==> src/rtl/mux_stream_n.sv <==
// N-way valid/ready stream multiplexer with fixed-select or round-robin grant and a
// registered output stage. Define MUX_STREAM_CNT_EN to build the output-beat counter.
module mux_stream_n #(
    parameter int unsigned WIDTH    = 16,
    parameter int unsigned CHANNELS = 4,
    parameter int unsigned SEL_W    = $clog2(CHANNELS)
) (
    input  logic                      clk,
    input  logic                      rst,
    input  logic                      mode,
    input  logic [SEL_W-1:0]          sel,
    input  logic [CHANNELS-1:0]       in_valid,
    output logic [CHANNELS-1:0]       in_ready,
    input  logic [CHANNELS*WIDTH-1:0] in_data,
    output logic                      out_valid,
    input  logic                      out_ready,
    output logic [WIDTH-1:0]          out_data,
    output logic [SEL_W-1:0]          out_chan,
    output logic [15:0]               xfer_count
);

    logic [WIDTH-1:0] ch_data [CHANNELS];

    for (genvar i = 0; i < CHANNELS; i++) begin : g_unpack
        assign ch_data[i] = in_data[i*WIDTH +: WIDTH];
    end

    logic             out_valid_q, out_valid_d;
    logic [WIDTH-1:0] out_data_q, out_data_d;
    logic [SEL_W-1:0] out_chan_q, out_chan_d;
    logic [SEL_W-1:0] rr_ptr_q, rr_ptr_d;

    logic             load;
    logic             grant_vld;
    logic [SEL_W-1:0] grant;
    logic             in_xfer;
    logic             out_xfer;

    assign load     = ~out_valid_q | out_ready;
    assign out_xfer = out_valid_q & out_ready;

    always_comb begin
        logic [SEL_W-1:0] idx;
        idx       = '0;
        grant     = '0;
        grant_vld = 1'b0;
        if (!mode) begin
            if (32'(sel) < CHANNELS) begin
                grant     = sel;
                grant_vld = 1'b1;
            end
        end else begin
            // Scan from farthest to nearest so the channel closest to rr_ptr wins.
            for (int k = int'(CHANNELS) - 1; k >= 0; k--) begin
                idx = SEL_W'((32'(rr_ptr_q) + 32'(k)) % CHANNELS);
                if (in_valid[idx]) begin
                    grant     = idx;
                    grant_vld = 1'b1;
                end
            end
        end
    end

    assign in_ready = (load && grant_vld && !rst) ? (CHANNELS'(1) << grant) : '0;
    assign in_xfer  = load & grant_vld & in_valid[grant];

    always_comb begin
        out_valid_d = out_valid_q;
        out_data_d  = out_data_q;
        out_chan_d  = out_chan_q;
        rr_ptr_d    = rr_ptr_q;
        if (out_xfer) begin
            out_valid_d = 1'b0;
        end
        if (in_xfer) begin
            out_valid_d = 1'b1;
            out_data_d  = ch_data[grant];
            out_chan_d  = grant;
            if (mode) begin
                rr_ptr_d = SEL_W'((32'(grant) + 32'd1) % CHANNELS);
            end
        end
    end

    always_ff @(posedge clk or posedge rst) begin
        if (rst) begin
            out_valid_q <= 1'b0;
            out_data_q  <= '0;
            out_chan_q  <= '0;
            rr_ptr_q    <= '0;
        end else begin
            out_valid_q <= out_valid_d;
            out_data_q  <= out_data_d;
            out_chan_q  <= out_chan_d;
            rr_ptr_q    <= rr_ptr_d;
        end
    end

    assign out_valid = out_valid_q;
    assign out_data  = out_data_q;
    assign out_chan  = out_chan_q;

`ifdef MUX_STREAM_CNT_EN
    logic [15:0] cnt_q, cnt_d;

    always_comb begin
        cnt_d = cnt_q;
        if (out_xfer) begin
            cnt_d = cnt_q + 16'd1;
        end
    end

    always_ff @(posedge clk or posedge rst) begin
        if (rst) begin
            cnt_q <= '0;
        end else begin
            cnt_q <= cnt_d;
        end
    end

    assign xfer_count = cnt_q;
`else
    assign xfer_count = '0;
`endif

endmodule

==> config.mk <==
export PLATFORM = sky130hd
export DESIGN_NAME = mux_stream_n
export DESIGN_NICKNAME = d
export VERILOG_FILES = /design/src/rtl/mux_stream_n.sv
export SDC_FILE = /design/constraint.sdc
export NUM_CORES = 1
export LEC_CHECK = 0
export CAP_MARGIN = 20
export CORE_ASPECT_RATIO = 0.75
export CORE_MARGIN = 1.5
export CORE_UTILIZATION = 30
export DETAILED_ROUTE_END_ITERATION = 12
export MAX_ROUTING_LAYER = met4
export PLACE_DENSITY = 0.81
export SYNTH_ARGS = -nofsm -noshare
export SYNTH_HDL_FRONTEND = slang
export SYNTH_SLANG_ARGS = --single-unit
==> constraint.sdc <==
create_clock -name clk -period 2.4 [get_ports clk]
set_input_delay 0.24 -clock clk [delete_from_list [all_inputs] [get_ports clk]]
set_output_delay 0.24 -clock clk [all_outputs]
set_load 0.03 [all_outputs]
==> flow_summary.json <==
{
  "status": "complete, no violations",
  "fin_nets": 328,
  "powerDensity_mw_per_mm2": 919,
  "rrSetupSlack_ns": 0.19,
  "grt.total_usage_pct": 14.5,
  "ys_warn_count": 0,
  "antenna_found_initial": 0,
  "period_needed_ns": 2.32,
  "max-slew-margin-rel_pct": 44.2,
  "gp_congestion": 0.819,
  "peakVddDrop_uv": 386,
  "reg2reg_depth": 5,
  "ctsHtreeMaxLevel": 1,
  "synth_cells": 141,
  "placement.io_buffers": 96,
  "core_mm2": 0.00547,
  "firstDrtPassIters": 4,
  "worstHoldPathType": "flip-flop to flip-flop",
  "fin_cells": 328,
  "crit_required_ns": 2.16,
  "drive_gt1_share_pct": 27.3,
  "criticalPathCategory": "primary input to output port",
  "synthFlopType": "dfrtp_1",
  "report.final.slew_viol_count": 0,
  "path_clk_slew_ns": 0.08,
  "p_leak_nw": 1.20,
  "fin_skew_ns": 0.00709,
  "cp-end-kind": "output port",
  "final_util_pct": 53.3,
  "vias": 1584,
  "holdPathStages": 1,
  "finalSetupViolations": 0,
  "num_antenna_cells": 0,
  "grt_pass1_vias": 1492,
  "tightest_slew_ns": 0.836,
  "ys_seq_area_share_pct": 30.3,
  "synth_edf_count": 0,
  "grt_max_degree": 22,
  "p_total_w": 0.00268,
  "overflow": 0,
  "max-cap-violations": 0,
  "pin_count": 113,
  "whs_ns": 0.508,
  "setup_ws_ns": 0.0839,
  "arrival_ns": 2.08,
  "dieArea_mm2": 0.00626,
  "fin_crit_sh_pct": 96.5,
  "ys_async_sr_fraction_pct": 100,
  "rows": 23,
  "cts_tree": "done",
  "clock.fmax_ghz": 0.432,
  "start_util_pct": 31.8,
  "cts_sinks": 21,
  "cp-start-kind": "primary input",
  "remaining_drc_errors": 0,
  "numCtsBuffers": 3,
  "cts.path.max_buffers": 2,
  "final_cell_mix": "clkdlybuf4s50_1, buf_4, dfrtp_1, conb_1, mux4_2",
  "die_w_um": 90.9,
  "yosysUniqueCellTypes": 43,
  "hold_viol_final": 0,
  "place_inst": 324,
  "dp_hpwl_um": 3780,
  "dp_slack_ns": -0.228,
  "ys_ff_latch": 21,
  "grt_pass1_wl_um": 6830,
  "ant_nets": 0,
  "synthesis.area_mm2": 0.00174,
  "drt-total-wl_um": 4610,
  "areaGrowthSynthToFinish_pct": 67.9,
  "die_y_um": 68.9,
  "rsz0062_at_grt": "false",
  "layout_commonest_cell": "clkdlybuf4s50_1",
  "synthesis.area_per_instance_um2": 12.3,
  "cts-root-buf": "clkbuf_8",
  "cp_max_fo": 6,
  "fillers": 485,
  "wl_per_cell_um": 14.0,
  "insertion_delay_ns": 0.26,
  "drt-initial-drc-count": 62,
  "cts_hold_buffers": 0,
  "via_per_inst": 4.83
}
logic make-up (layout without fill, tap and decap cells):
| group | Yosys count | after routing | share of synthesized area, % |
|---|---|---|---|
| AND/OR/NAND/NOR | 31 | 31 | 10.1 |
| buffers and inverters | 28 | 125 | 11.3 |
| AO/OA/AOI/OAI | 26 | 26 | 13.3 |
| multiplexers | 33 | 33 | 34.4 |
| other | 1 | 16 | 0.216 |
| flip-flops | 21 | 21 | 30.3 |
| XOR/XNOR | 1 | 1 | 0.504 |
path summary, 6_finish.rpt:
| path | startpoint | endpoint |
|---|---|---|
| max | in_valid[0] | in_ready[0] |
| min | out_data[9]$_DFFE_PP0P_ | out_data[9]$_DFFE_PP0P_ |
| max reg2reg | rr_ptr_q[0]$_DFFE_PP0P_ | out_data[0]$_DFFE_PP0P_ |
| min reg2reg | out_data[9]$_DFFE_PP0P_ | out_data[9]$_DFFE_PP0P_ |
| max in group asynchronous | rst | out_data[6]$_DFFE_PP0P_ |
| min in group asynchronous | rst | rr_ptr_q[1]$_DFFE_PP0P_ |
timing repair:
| item | 4_1_cts | 5_1_grt |
|---|---|---|
| hold endpoints to repair | 0 | 0 |
| pin swaps | 0 | 1 |
| setup buffers | 0 | 0 |
| resized for setup | 2 | 1 |
| endpoints found under the setup margin | 1 | 7 |
area by class of cell:
type,instances,area [um^2],area share [%]
clock buffer,3,41.3,1.42
clock inverter,1,5.00,0.172
inverter,3,11.3,0.386
multi-input combinational,107,1090,37.5
sequential,21,526,18.0
tap,75,93.8,3.22
timing repair buffer,118,1150,39.3
where the power goes:
part | switching, W | internal (W) | total, W
combinational | 0.000861 | 0.000948 | 0.00181
sequential | 0.000104 | 0.000535 | 0.000639
clock | 0.000116 | 0.000116 | 0.000231
total | 0.00108 | 0.00160 | 0.00268
synth_stat cells (2+ instances only):
| cell type | count | share of area (%) |
|---|---|---|
| and3_1 | 2 | 0.72 |
| a21oi_1 | 6 | 1.7 |
| a31oi_1 | 3 | 1.1 |
| o211ai_1 | 2 | 0.86 |
| nor2b_1 | 4 | 1.4 |
| nor3b_1 | 2 | 0.86 |
| nand2b_1 | 3 | 1.1 |
| nor4_1 | 2 | 0.72 |
| mux2_2 | 8 | 5.2 |
| buf_4 | 17 | 7.3 |
| o21ai_0 | 3 | 0.86 |
| nand2_1 | 6 | 1.3 |
| clkbuf_1 | 3 | 0.65 |
| buf_2 | 3 | 0.86 |
| mux4_1 | 3 | 4.5 |
| mux4_2 | 13 | 17 |
| dfrtp_1 | 21 | 30 |
| nor2_1 | 5 | 1.1 |
| mux2_4 | 9 | 7.8 |
| inv_1 | 3 | 0.65 |
through the flow:
stage	instance area (um^2)	setup TNS, ns
after floorplan	1810	0
after global placement	2860	-2.28
after detailed placement	2860	-3.34
after CTS	2910	0
after global routing	2920	0
final	2920	0
state kept, by name, indices dropped and copies added (netlist names):
| signal | count |
|---|---|
| out_data | 16 |
| out_chan | 2 |
| rr_ptr_q | 2 |
| out_valid | 1 |
critical path: stages:
cell	delay, ns
clkdlybuf4s50_1	0.47
buf_4	0.13
nand2b_1	0.13
a311oi_4	0.41
buf_6	0.20
inv_1	0.06
nor4_2	0.23
buf_4	0.20
routing by layer:
metal | wire (um) | vias up | track usage, %
met5 | 0 | - | -
met3 | 313 | 2 | 3.07
met2 | 2260 | 78 | 24.5
li1 | - | 736 | -
met1 | 2010 | 768 | 18.6
met4 | 16 | 0 | 1.95
Power figures use the tool's default switching activity.
